## config.mk

```make
export PLATFORM = sky130hd
export DESIGN_NAME = wb_grf
export DESIGN_NICKNAME = d
export VERILOG_FILES = /design/src/rtl/wb_grf.sv
export SDC_FILE = /design/constraint.sdc
export NUM_CORES = 2
export LEC_CHECK = 0
export BUFFER_PORTS_ARGS = -buffer_cell sky130_fd_sc_hd__buf_2
export CAP_MARGIN = 20
export CORE_MARGIN = 4
export CORE_UTILIZATION = 56
export DETAILED_ROUTE_END_ITERATION = 8
export PLACE_DENSITY_LB_ADDON = 0.12
export SYNTH_ARGS = -nofsm -noshare
export SYNTH_HDL_FRONTEND = slang
export SYNTH_SLANG_ARGS = --single-unit
```

## constraint.sdc

```tcl
create_clock -name clk -period 2.45 [get_ports clk]
set_input_delay 0.49 -clock clk [delete_from_list [all_inputs] [get_ports clk]]
set_output_delay 0.49 -clock clk [all_outputs]
set_load 0.05 [all_outputs]
```

## src/rtl/wb_grf.sv

```systemverilog
// Writeback stage and general register file: selects the writeback value, commits it,
// serves two D-stage read ports with write-through bypass and emits a commit trace.
module wb_grf #(
  parameter int unsigned NREG  = 32,
  parameter int unsigned CNT_W = 32
) (
  input  logic             clk,
  input  logic             reset,
  input  logic             MemtoReg_W,
  input  logic             RegWrite_W,
  input  logic             Jal_W,
  input  logic [31:0]      PC_W,
  input  logic [31:0]      PC8_W,
  input  logic [31:0]      aluR_W,
  input  logic [31:0]      data_W,
  input  logic [4:0]       A3_W,
  input  logic [1:0]       Tnew_W,
  input  logic [4:0]       A1,
  input  logic [4:0]       A2,
  output logic [31:0]      RD1,
  output logic [31:0]      RD2,
  output logic [31:0]      WD_W,
  output logic             commit_valid,
  output logic [31:0]      commit_pc,
  output logic [4:0]       commit_reg,
  output logic [31:0]      commit_data,
  output logic [CNT_W-1:0] commit_cnt,
  output logic             tnew_err
);

  logic [31:0] regs [NREG];
  logic        we;
  logic        tnew_viol;

  always_comb begin
    if (Jal_W)           WD_W = PC8_W;
    else if (MemtoReg_W) WD_W = data_W;
    else                 WD_W = aluR_W;
  end

  // reset is active-low, so a high level means "not in reset"
  assign we        = RegWrite_W & (A3_W != '0) & (Tnew_W == '0) & reset;
  assign tnew_viol = RegWrite_W & (A3_W != '0) & (Tnew_W != '0);

  always_comb begin
    if (A1 == '0)                   RD1 = '0;
    else if (we && (A1 == A3_W))    RD1 = WD_W;
    else                            RD1 = regs[A1];
  end

  always_comb begin
    if (A2 == '0)                   RD2 = '0;
    else if (we && (A2 == A3_W))    RD2 = WD_W;
    else                            RD2 = regs[A2];
  end

  always_ff @(posedge clk or negedge reset) begin
    if (!reset) begin
      for (int unsigned i = 0; i < NREG; i++) regs[i] <= '0;
    end else if (we) begin
      regs[A3_W] <= WD_W;
    end
  end

  always_ff @(posedge clk or negedge reset) begin
    if (!reset) begin
      commit_valid <= 1'b0;
      commit_pc    <= '0;
      commit_reg   <= '0;
      commit_data  <= '0;
      commit_cnt   <= '0;
      tnew_err     <= 1'b0;
    end else begin
      commit_valid <= we;
      if (we) begin
        commit_pc   <= PC_W;
        commit_reg  <= A3_W;
        commit_data <= WD_W;
        commit_cnt  <= commit_cnt + CNT_W'(1);
      end
      if (tnew_viol) tnew_err <= 1'b1;
    end
  end

endmodule
```

Yosys cells after proc, flatten, opt, wreduce, memory -nomap -nowiden:

Index checks and enable logic that the tools add are counted.

* flip-flop bits (word level): 1127
* input bits: 150
* word-level logic and storage cells: 75

* add/sub/neg operators: 1
* order comparisons: 4
* equal/unequal tests: 2
* mux-type cells: 15
* bitwise operators: 7
* reduce and logical (&&, ||, !) cells: 8

Operator list (count)
* bitwise mux 1024 bit: 1
* 2-to-1 mux 32 bit: 11
* binary-select mux 32 bit (select 5 bit): 2
* demux 32 bit (select 5 bit): 1
* adder 32 x 1 -> 32 bit (second input constant): 1
* greater-or-equal comparator 6 bit (second input constant): 3
* NOT 5 -> 6 bit: 3
* equality test 5 bit: 2
* zero test 5 bit: 2
* less-than comparator 6 x 1 -> 1 bit (second input constant): 1
* nonzero test 5 bit: 1
* bitwise AND 1 bit: 4
* logical AND 1 bit: 3
* zero test 2 bit: 1
* nonzero test 2 bit: 1

Depth between registers and ports, before layout:

* depth in word-level cells: 7
* gate-level depth with buffers: 9

Least setup slack after synthesis:

OpenSTA, ideal clock, no wires.

* path kind: in2out
* start point: input port MemtoReg_W
* end point: output port RD1[13]
* data arrival time: 2927 ps
* data required time: 1960 ps
* setup slack: -967 ps
* stages: 7
* buffers on the path: 2
* cell sequence: clkbuf_1 > buf_2 > mux2i_1 > o21a_1 > inv_1 > nor2_1 > a211oi_1

* word-level cells in the longest chain between the ends: 4

Ends and longest elaborated chain
* start, declared: RTL line 9 `input logic MemtoReg_W,`
* 2-to-1 mux 32 bit: RTL line 37 `else if (MemtoReg_W) WD_W = data_W;`
* 2-to-1 mux 32 bit: RTL line 36 `if (Jal_W) WD_W = PC8_W;`
* net WD_W[13]: RTL line 22 `output logic [31:0] WD_W,`
* 2-to-1 mux 32 bit: RTL line 47 `else if (we && (A1 == A3_W)) RD1 = WD_W;`
* 2-to-1 mux 32 bit: RTL line 46 `if (A1 == '0) RD1 = '0;`
* end, declared: RTL line 20 `output logic [31:0] RD1,`

The timed path passes the listed nets, and every way through them passes these cells.

Final worst setup path:

* start point: register regs[79] (netlist name)
* end point: output port RD1[15]

* word-level cells in the longest chain between the ends: 5

Ends and longest elaborated chain
* start, declared: RTL line 31 `logic [31:0] regs [NREG];`
* start signal, assigned by index: RTL line 61 `regs[A3_W] <= WD_W;`
* binary-select mux 32 bit (select 5 bit): RTL line 48 `else RD1 = regs[A1];`
* 2-to-1 mux 32 bit (not written as such) (2 in series): RTL line 48
* 2-to-1 mux 32 bit: RTL line 47
* 2-to-1 mux 32 bit: RTL line 46

Every way passes these cells. The select of a mux whose other input is x is not followed.

==> run metrics <==
Die Width=329 um; Port Buffer Count=348; finished layout cell area=approximately 73000 um^2; IO Pins=between 300 and 400; fmax=333 MHz; number of synthesized flops with an enable pin=0; violated checks=setup timing; worst hold margin=around 64 ps; DP HPWL=134000 um; Core ar.=102000 um^2; final count of pins violating max slew=0; Inserted Clock Buffers=115; final worst-path cycle share=1.23; number of iterations in the first detailed-routing pass=6; initial antenna violation count=4; unrepaired setup endpoints after global routing=yes; Root Buffer=clkbuf_16; most frequent cells in the layout=nand2_1, dfrtp_1, o21ai_0; FF-to-FF path depth=5; final net count=6109; crit path time final=3010 ps; Required @ worst endpoint=~2000 ps; DIE AREA=~110000 um^2; met2 wire len=98600 um; drt wl/cell=about 29 um; clock sink count=1127; Cell Chain, Critical Path=mux4_2, o221ai_2, o2111a_2, a211oi_4, buf_6; Worst Setup Start Kind=flop; CP Class=reg -> out; largest net degree at the start of global routing=approximately 180; Routed WL=218000 um; status=finished with violations; initial drt markers=roughly 6k; vias=49.4k; syn avg cell area=10.6 um^2; sequential fraction of the synthesis area=0.488; ys flop type=dfrtp_1; WP data arrival=about 2500 ps; area of the multi-input gates=just under 30000 um^2; Area Growth Syn to Fin=27.0%; vias per std cell=6.65; Clock transition at path regs=70 ps; HP Class=in -> async; slowest CP cell=mux4_2; Finish-stage setup viols=64; endpoint class of the critical path=output port; DP Area=~66000 um^2; warnings from Yosys=0; Vert. Die Dim=roughly 330 um; fillers=7218; Peak VDD IR=roughly 0.00058 V; largest fanout on the critical path=2; WL met1=77300 um; DR top layer=met5; vias in the first global route=around 49k; layout cells sized above 1=0.327; clock buffer depth=3; gpl congestion=0.919; max-capacitance violation count=0; CTS H-tree depth=3; Largest stage delay, worst path=around 500 ps; Clock Latency Late Sink=720 ps; gr ovfl total=0; Synth Net Count=5593; Worst Tran Pin Value=1070 ps; Place WS=-694 ps; power per cell area=647 nW/um^2; commonest non-fill, non-tap cell in the layout=nand2_1; max reg flops=1024; Mapped Area=between 50000 and 60000 um^2; Worst Skew=between 20 and 25 ps; Final Hold Viols=0; CTS tree=yes; Post-DRT Antenna Nets=0; residual DRC count=0; Cell Rows=117; Worst Slack Setup Final=-557 ps; first-pass GRT wire length=about 320000 um; slew margin rel.=0.288; total global-route track usage=0.400; WL met3=24200 um; Biggest register=regs; starting utilization of the core area=0.566; async set-reset flop share out of synthesis=1.00; Mapped Cells=5442; Synth cell types=61; Static Leak=32.9 nW; register area=28200 um^2; Seq cells post-synth=1127
-- critical path: cells and delay by family, from the launching register on --
family / cells / cell delay [ps]
muxes: 1 / 500
AOI/OAI and AO/OA: 3 / 730
DFF: 1 / 400
buffers and inverters: 1 / 160
-- final cells by class --
| type | count | share of cell area |
|---|---|---|
| inverter | 39 | 0.00363 |
| timing repair buffer | 968 | 0.136 |
| clock inverter | 47 | 0.00816 |
| antenna | 6 | 0.000204 |
| clock buffer | 164 | 0.0469 |
| sequential | 1127 | 0.384 |
| tap | 1368 | 0.0233 |
| multi-input combinational | 3707 | 0.398 |
-- layer usage --
layer / vias up / global-route usage
met5: - / 0
met4: 2 / 0.265
met3: 866 / 0.101
met2: 3220 / 0.611
met1: 24700 / 0.509
li1: 20600 / -
-- through the flow --
step	TNS (ps)	cells	util	total power [W]
2_1_floorplan	-4830	5442	-	0.0251
3_3_place_gp	-32280	7065	0.648	0.0281
3_5_place_dp	-32990	7065	0.648	0.0282
4_1_cts	-27610	7384	0.712	0.0474
5_1_grt	-29700	7420	0.718	0.0489
6_report	-26730	7426	0.719	0.0475
-- power by group --
group          internal, W  switching, W  total, W
sequential          0.0196      0.000803    0.0204
combinational      0.00310       0.00512   0.00822
clock               0.0112       0.00772    0.0189
-- logic make-up after synthesis --
| kind of cell | count (synthesis) | share of synthesized area |
|---|---|---|
| muxes | 731 | 0.212 |
| adders and majority gates | 1 | 0.000216 |
| and+or+nand+nor | 1460 | 0.101 |
| DFF | 1127 | 0.488 |
| buffers and inverters | 608 | 0.0473 |
| AOI/OAI and AO/OA | 1474 | 0.146 |
| xor gates and xnor gates | 41 | 0.00621 |
-- worst paths after layout --
check / endpoint / from / slack (ps)
max: RD1[15] / regs[79] / -560
min reg2reg: regs[1013] / regs[1013] / 400
max reg2reg: commit_cnt[25] / commit_cnt[3] / 590
max in group asynchronous: regs[59] / reset / 830
min: regs[11] / reset / 60
min in group clk: commit_reg[4] / A3_W[4] / 200
-- repair_timing --
| action | in CTS | in global routing |
|---|---|---|
| resized for setup | 329 | 75 |
| hold buffers | 32 | 0 |
| hold endpoints to repair | 32 | 0 |
| pin swaps | 176 | 106 |
| gates cloned | 7 | 4 |
| buffers inserted | 71 | 33 |
| setup endpoints to repair | 72 | 65 |
-- cell usage after synthesis, types with 3 or more instances --
master / count / area share
a211oi_1: 31 / 0.0040
a21oi_1: 65 / 0.0056
a221oi_1: 32 / 0.0048
a22oi_1: 154 / 0.020
and3_1: 13 / 0.0014
and3b_1: 4 / 0.00061
buf_1: 17 / 0.0011
buf_2: 102 / 0.0088
buf_4: 22 / 0.0029
buf_6: 28 / 0.0055
clkbuf_1: 394 / 0.026
clkbuf_2: 3 / 0.00026
dfrtp_1: 1127 / 0.49
inv_1: 38 / 0.0025
mux2_2: 30 / 0.0058
mux2i_1: 311 / 0.054
mux4_2: 390 / 0.15
nand2_1: 1215 / 0.079
nand2_2: 7 / 0.00076
nand3_1: 76 / 0.0066
nand4_1: 7 / 0.00076
nor2_1: 103 / 0.0067
nor2b_1: 5 / 0.00054
nor3_1: 4 / 0.00035
nor3b_1: 6 / 0.00078
o2111a_1: 30 / 0.0058
o21a_1: 34 / 0.0044
o21ai_0: 1044 / 0.090
o21ai_1: 43 / 0.0037
o221ai_1: 30 / 0.0045
xnor2_1: 23 / 0.0035
xor2_1: 18 / 0.0027
(Power assumes the default switching activity.)
